===== config.mk =====
export PLATFORM = sky130hd
export DESIGN_NAME = nature2grey_gen
export DESIGN_NICKNAME = d
export VERILOG_FILES = /design/src/rtl/nature2grey_gen.sv
export SDC_FILE = /design/constraint.sdc
export NUM_CORES = 1
export LEC_CHECK = 0
export BUFFER_PORTS_ARGS = -buffer_cell sky130_fd_sc_hd__buf_2
export CAP_MARGIN = 25
export CORE_AREA = 2 2 39 41
export DETAILED_ROUTE_END_ITERATION = 16
export DIE_AREA = 0 0 41 43
export PLACE_DENSITY = 0.7
export SYNTH_ARGS = -nofsm -noshare
export SYNTH_HDL_FRONTEND = slang
export SYNTH_SLANG_ARGS = --single-unit

===== constraint.sdc =====
create_clock -name clk -period 2.05 [get_ports clk]
set_input_delay 0.205 -clock clk [delete_from_list [all_inputs] [get_ports clk]]
set_output_delay 0.205 -clock clk [all_outputs]
set_load 0.1 [all_outputs]

===== src/rtl/nature2grey_gen.sv =====
// Binary-to-Gray encoder with registered output, an optional internal counter source
// and a monitor that pulses when an emitted code differs from the last in more than one bit.
module nature2grey_gen #(
  parameter int unsigned WIDTH = 4
) (
  input  logic             clk,
  input  logic             rst_n,
  input  logic             en,
  input  logic             mode,
  input  logic [WIDTH-1:0] nature,
  output logic [WIDTH-1:0] grey,
  output logic             grey_vld,
  output logic             hop_err
);

  logic [WIDTH-1:0] cnt_q, cnt_d;
  logic [WIDTH-1:0] grey_q, grey_d;
  logic             vld_q, vld_d;
  logic             hop_q, hop_d;
  logic             have_prev_q, have_prev_d;

  logic [WIDTH-1:0] src;
  logic [WIDTH-1:0] src_grey;
  logic [WIDTH-1:0] diff;
  logic             multi_bit;

  assign src      = mode ? cnt_q : nature;
  assign src_grey = src ^ (src >> 1);
  assign diff     = src_grey ^ grey_q;
  // Clearing the lowest set bit leaves something only if two or more bits were set.
  assign multi_bit = |(diff & (diff - WIDTH'(1)));

  always_comb begin
    cnt_d       = cnt_q;
    grey_d      = grey_q;
    vld_d       = 1'b0;
    hop_d       = 1'b0;
    have_prev_d = have_prev_q;
    if (en) begin
      grey_d      = src_grey;
      vld_d       = 1'b1;
      hop_d       = have_prev_q & multi_bit;
      have_prev_d = 1'b1;
      // Seeding from the external word lets a later switch to mode 1 continue without a hop.
      cnt_d       = src + WIDTH'(1);
    end
  end

  always_ff @(posedge clk or negedge rst_n) begin
    if (!rst_n) begin
      cnt_q       <= '0;
      grey_q      <= '0;
      vld_q       <= 1'b0;
      hop_q       <= 1'b0;
      have_prev_q <= 1'b0;
    end else begin
      cnt_q       <= cnt_d;
      grey_q      <= grey_d;
      vld_q       <= vld_d;
      hop_q       <= hop_d;
      have_prev_q <= have_prev_d;
    end
  end

  assign grey     = grey_q;
  assign grey_vld = vld_q;
  assign hop_err  = hop_q;

endmodule

# Yosys cells after proc, flatten, opt, wreduce, memory -nomap -nowiden
# Index checks and enable logic that the tools add are counted.
# W data, S select, Z words.
op_classes:
  bitwise_logic: 4
  muxes: 3
  n_reduce_logical: 1
  add_sub_neg: 2
op_table:
  columns: ["cell", "n"]
  rows:
  - ["$add A4 B1 Y4 const B", 1]
  - ["$and A4 B4 Y4", 1]
  - ["$mux W4", 1]
  - ["$reduce_or A4 Y1", 1]
  - ["$sub A4 B1 Y4 const B", 1]
  - ["$xor A4 B3 Y4", 1]
  - ["$xor A4 B4 Y4", 1]
  - ["$mux W1", 2]
  - ["$and A1 B1 Y1", 1]
totals:
  out_inout_bits: 6
  elab_cells: 15
  in_bits: 8
  register_bits: 11

# Depth between registers and ports, before layout
logic_depth:
  depth_word: 8
  mapped_depth: 6
  depth_no_buf: 5

# Least setup slack after synthesis
# No wires, ideal clock.
synth_timing:
  path_kind: "register to register"
  startpoint: "reg grey_q[2], in the netlist grey[2]"
  endpoint: "reg hop_q, in the netlist hop_err"
  setup_ns: 0.132
  synth_period_minus_slack_ns: 1.791
  n_path_buf: 0
  path_stages_with_launch: 5
  arrival_ns: 1.658
  setup_slack_ns: 0.259
  required_ns: 1.918
  cell_sequence: "dfrtp_1 nor2_1 mux2_4 nor4_1 o22ai_1"
synth_between:
  elab_chain_cells: 6
synth_rtl:
  columns: ["item", "line_no", "source"]
  rows:
  - ["start: declaration", "17", "logic [WIDTH-1:0] grey_q, grey_d;"]
  - ["start signal: assignment", "58", "grey_q <= grey_d;"]
  - ["$xor A4 B4 Y4 (*)", "29", "assign diff = src_grey ^ grey_q;"]
  - ["$sub A4 B1 Y4", "31", "assign multi_bit = |(diff & (diff - WIDTH'(1)));"]
  - ["$and A4 B4 Y4 (*)", "31", null]
  - ["$reduce_or A4 Y1 (*)", "31", null]
  - ["$and A1 B1 Y1 (*)", "42", "hop_d = have_prev_q & multi_bit;"]
  - ["$mux W1 (*)", "39", "if (en) begin"]
  - ["net hop_d", "19", "logic hop_q, hop_d;"]
  - ["end signal: assignment", "60", "hop_q <= hop_d;"]
  - ["end: declaration", "19", null]
# Mark *: on every way through the listed nets, which the timed path passes. The rest lies on a longest branch.
# A chain may end at the register's enable or synchronous reset.

# Final worst setup path
layout_timing:
  startpoint: "reg cnt_q[2]"
  endpoint: "reg hop_q, in the netlist hop_err"
layout_between:
  elab_chain_cells: 8
layout_rtl:
  columns: ["item", "line_no", "source"]
  rows:
  - ["start: declaration", "16", "logic [WIDTH-1:0] cnt_q, cnt_d;"]
  - ["start signal: assignment", "57", "cnt_q <= cnt_d;"]
  - ["$mux W4 (*)", "27", "assign src = mode ? cnt_q : nature;"]
  - ["$xor A4 B3 Y4 (*)", "28", "assign src_grey = src ^ (src >> 1);"]
  - ["net src_grey[1]", "23", "logic [WIDTH-1:0] src_grey;"]
  - ["$xor A4 B4 Y4 (*)", "29", null]
  - ["$sub A4 B1 Y4", "31", null]
  - ["$and A4 B4 Y4 (*)", "31", null]
  - ["$reduce_or A4 Y1 (*)", "31", null]
  - ["$and A1 B1 Y1 (*)", "42", null]
  - ["$mux W1 (*)", "39", null]
  - ["net hop_d", "19", null]
# Marks and branches as above.

==> impl_results.md <==
* Setup Skew at 0.365 ps
* CP endpoint: hop_err$_DFF_PN0_
* Die width at 41 um
* Clk_lat worst skew at 270 ps
* R2R Path End: hop_err$_DFF_PN0_
* Num CTS Buffers at 3
* Area growth syn-to-layout at 17.8%
* WL per Instance at 12.6 um
* Vias in the first global route at 427
* Hold/Removal Path Class: in -> reg
* Buffers & Inverters on Critical Path at 0
* Post-synth top flop: dfrtp_1
* Global route overflow at 0
* Critical Path Source: cnt_q[2]$_DFFE_PN0P_
* Final period demand of the worst path at 1700 ps
* First-pass GRT wire length at 1840 um
* Initial Util at 0.442
* CORE AREA at 0.00138 mm^2
* CTS sink count at 10
* Launching point of the worst reg2reg path: cnt_q[2]$_DFFE_PN0P_
* Share of cells above drive strength 1 at 0.406
* Seq cells post-synth at 10
* GRT Util Overall at 0.163
* H-tree Lvls at 1
* Die H at 43 um
* Arr. time, crit path at 1840 ps
* Initial antenna violation count at 0
* R2R Setup Slk at 350 ps
* Number of vias per cell at 5.24
* DRC viols at 0
* Total Power at 1200 uW
* Switching share of power at 0.519
* RSZ-0062 raised after global routing: false
* Clk root buf: clkbuf_4
* Pin count of the biggest net entering global routing at 15
* Top-count cell post-synth: dfrtp_1
* FF-to-FF path depth at 5
* Share of the synthesized area in the top cell type at 0.409
* Max-Slew Margin vs Limit at 0.679
* Syn Std Cell Area at 612 um^2
* Biggest area consumer among synthesized cells: dfrtp_1
* Vias at 445
* Initial drt markers at 1
* I/O pin count at 14
* Element type at the critical path end: flip-flop
* WS Path Type: reg -> reg
* Fill count at 142
* Die area at 0.00176 mm^2
* CTS tree: built
* Synth cell types at 25
* Synth top cells by count: dfrtp_1, mux2_2, mux2i_1, xnor2_1
* EDFF count, synth at 0
* Sequential fraction of the synthesis area at 0.409
* Final GP Congestion at 0.693
* Clock power share at 0.152
* Yosys warns at 0
* PwrDens at 1670 mW/mm^2
* Run status: finished, final reports clean
* Port Buffer Count at 13
* Final period utilization at 0.827
* Actual slew at the worst max-slew pin at 484 ps
* Setup Viol. Count Final at 0
* Reg power frac at 0.267
* Psw at 625 uW
* CP max stage delay at 410 ps
* Final ANT Viol Nets at 0
* Power Internal at 579 uW
* Final hold violations at 0
* Clock transition at path regs at 70 ps
* Combinational fraction of design power at 0.581
* Resize count post-CTS at 0
* CP Data Required Time at 2200 ps
* Async set or reset register ratio after synthesis at 1.00
* CP startpoint kind: flip-flop
* Cts hold-fix bufs at 1
* Diodes inserted at 0
* Max-cap violations at 0
* Fin nets at 80
* Std cell rows at 14
* Pre-Repair DR Iteration Count at 2
* Hold_ws at 210 ps
* Syn avg cell area at 11.3 um^2
* Synthesized instance count at 54
* Max-slew violation count at 0
* Leakage at 0.000336 uW
* Clk buf depth at 2
* Fmax at 590 MHz
* VDD IR-drop max at 0.953 mV
* Final wirelength at 1070 um
* Worst-path cell chain: mux2_2 -> ha_1 -> xor2_1 -> a211oi_1 -> o22ai_1
* Setup TNS at 0 ps
* Cell count along the critical path at 5
* Setup Buffers After CTS at 0
* Crit path max fanout at 3
* Syn Nets at 64
* Slowest CP cell: dfrtp_1
* Area contributors post-synth: dfrtp_1, mux2_2, mux2i_1, xnor2_1, mux2_4
* CP delay by family, top: flip-flops
==> state kept, by name, indices dropped and copies added (netlist names) <==
name	count
cnt_q	4
grey	3
grey_vld	1
have_prev_q	1
hop_err	1
==> worst min-delay path by stage <==
| stage | start | to | slack (ps) | depth (start not counted) |
|---|---|---|---|---|
| floorplan | rst_n | cnt_q[0]$_DFFE_PN0P_ | -90 | 0 |
| finish | en | grey_vld$_DFF_PN0_ | 210 | 1 |
| global placement | rst_n | grey_vld$_DFF_PN0_ | 80 | 1 |
| global route | en | grey_vld$_DFF_PN0_ | 200 | 1 |
| CTS | en | grey_vld$_DFF_PN0_ | 200 | 1 |
| detailed placement | rst_n | have_prev_q$_DFFE_PN0P_ | 80 | 1 |
==> cells by family after synthesis <==
family | synth area share
adders and majority gates | 0.0409
and+or+nand+nor | 0.0982
DFF | 0.409
muxes | 0.225
AOI/OAI and AO/OA | 0.0777
xor gates and xnor gates | 0.100
buffers and inverters | 0.0491
==> stage by stage <==
| stage | cells | setup slack [ps] | utilization | instance area, um^2 |
|---|---|---|---|---|
| final | 85 | 355 | 0.521 | 721 |
| after global routing | 85 | 224 | 0.521 | 721 |
| after CTS | 85 | 355 | 0.521 | 721 |
| after detailed placement | 80 | 257 | 0.487 | 674 |
| after global placement | 80 | 303 | 0.487 | 674 |
| after floorplan | 54 | 259 | - | 612 |
==> cell usage in the layout (no fill, tap or decap) <==
master,instances
buf_2,13
dfrtp_1,10
mux2_2,6
xnor2_1,4
mux2i_1,4
xor2_1,3
nand2_1,3
clkbuf_4,3
mux2_4,2
nor2_1,2
inv_1,2
a21oi_1,2
ha_1,2
nand3_1,1
nor2b_1,1
nand2b_1,1
nor4_1,1
a211oi_1,1
o211ai_1,1
o22ai_1,1
and4_4,1
o21ai_1,1
o221a_2,1
or2_2,1
clkbuf_8,1
dlygate4sd3_1,1
==> layer usage <==
layer / track usage / wire length (um) / share of wire / vias to the layer above
li1: - / - / - / 223
met2: 0.209 / 497 / 0.46 / 8
met4: 0.120 / 24 / 0.022 / 0
met3: 0.0471 / 40 / 0.037 / 3
met5: 0 / 0 / 0 / -
met1: 0.224 / 512 / 0.48 / 211
==> power by group through the flow <==
stage	combinational [uW]	sequential, uW	clock [uW]
2_1_floorplan	362	570	0
3_3_place_gp	689	323	0
3_5_place_dp	700	325	0
4_1_cts	705	321	188
5_1_grt	748	333	198
6_report	700	322	183
==> worst register-to-register path: stages, from the launching register on <==
cell and delay, ps:
dfrtp_1 410, mux2_2 290, ha_1 330, xor2_1 190, a211oi_1 250, o22ai_1 110
==> final cells by class <==
| class | count | area, um^2 | share of cell area |
|---|---|---|---|
| Multi-Input combinational cell | 39 | 332 | 0.460 |
| Sequential cell | 10 | 250 | 0.347 |
| Timing Repair Buffer | 14 | 75.1 | 0.104 |
| Clock buffer | 4 | 36.3 | 0.0503 |
| Tap cell | 16 | 20.0 | 0.0278 |
| Inverter | 2 | 7.51 | 0.0104 |
Power figures use the tool's default switching activity.
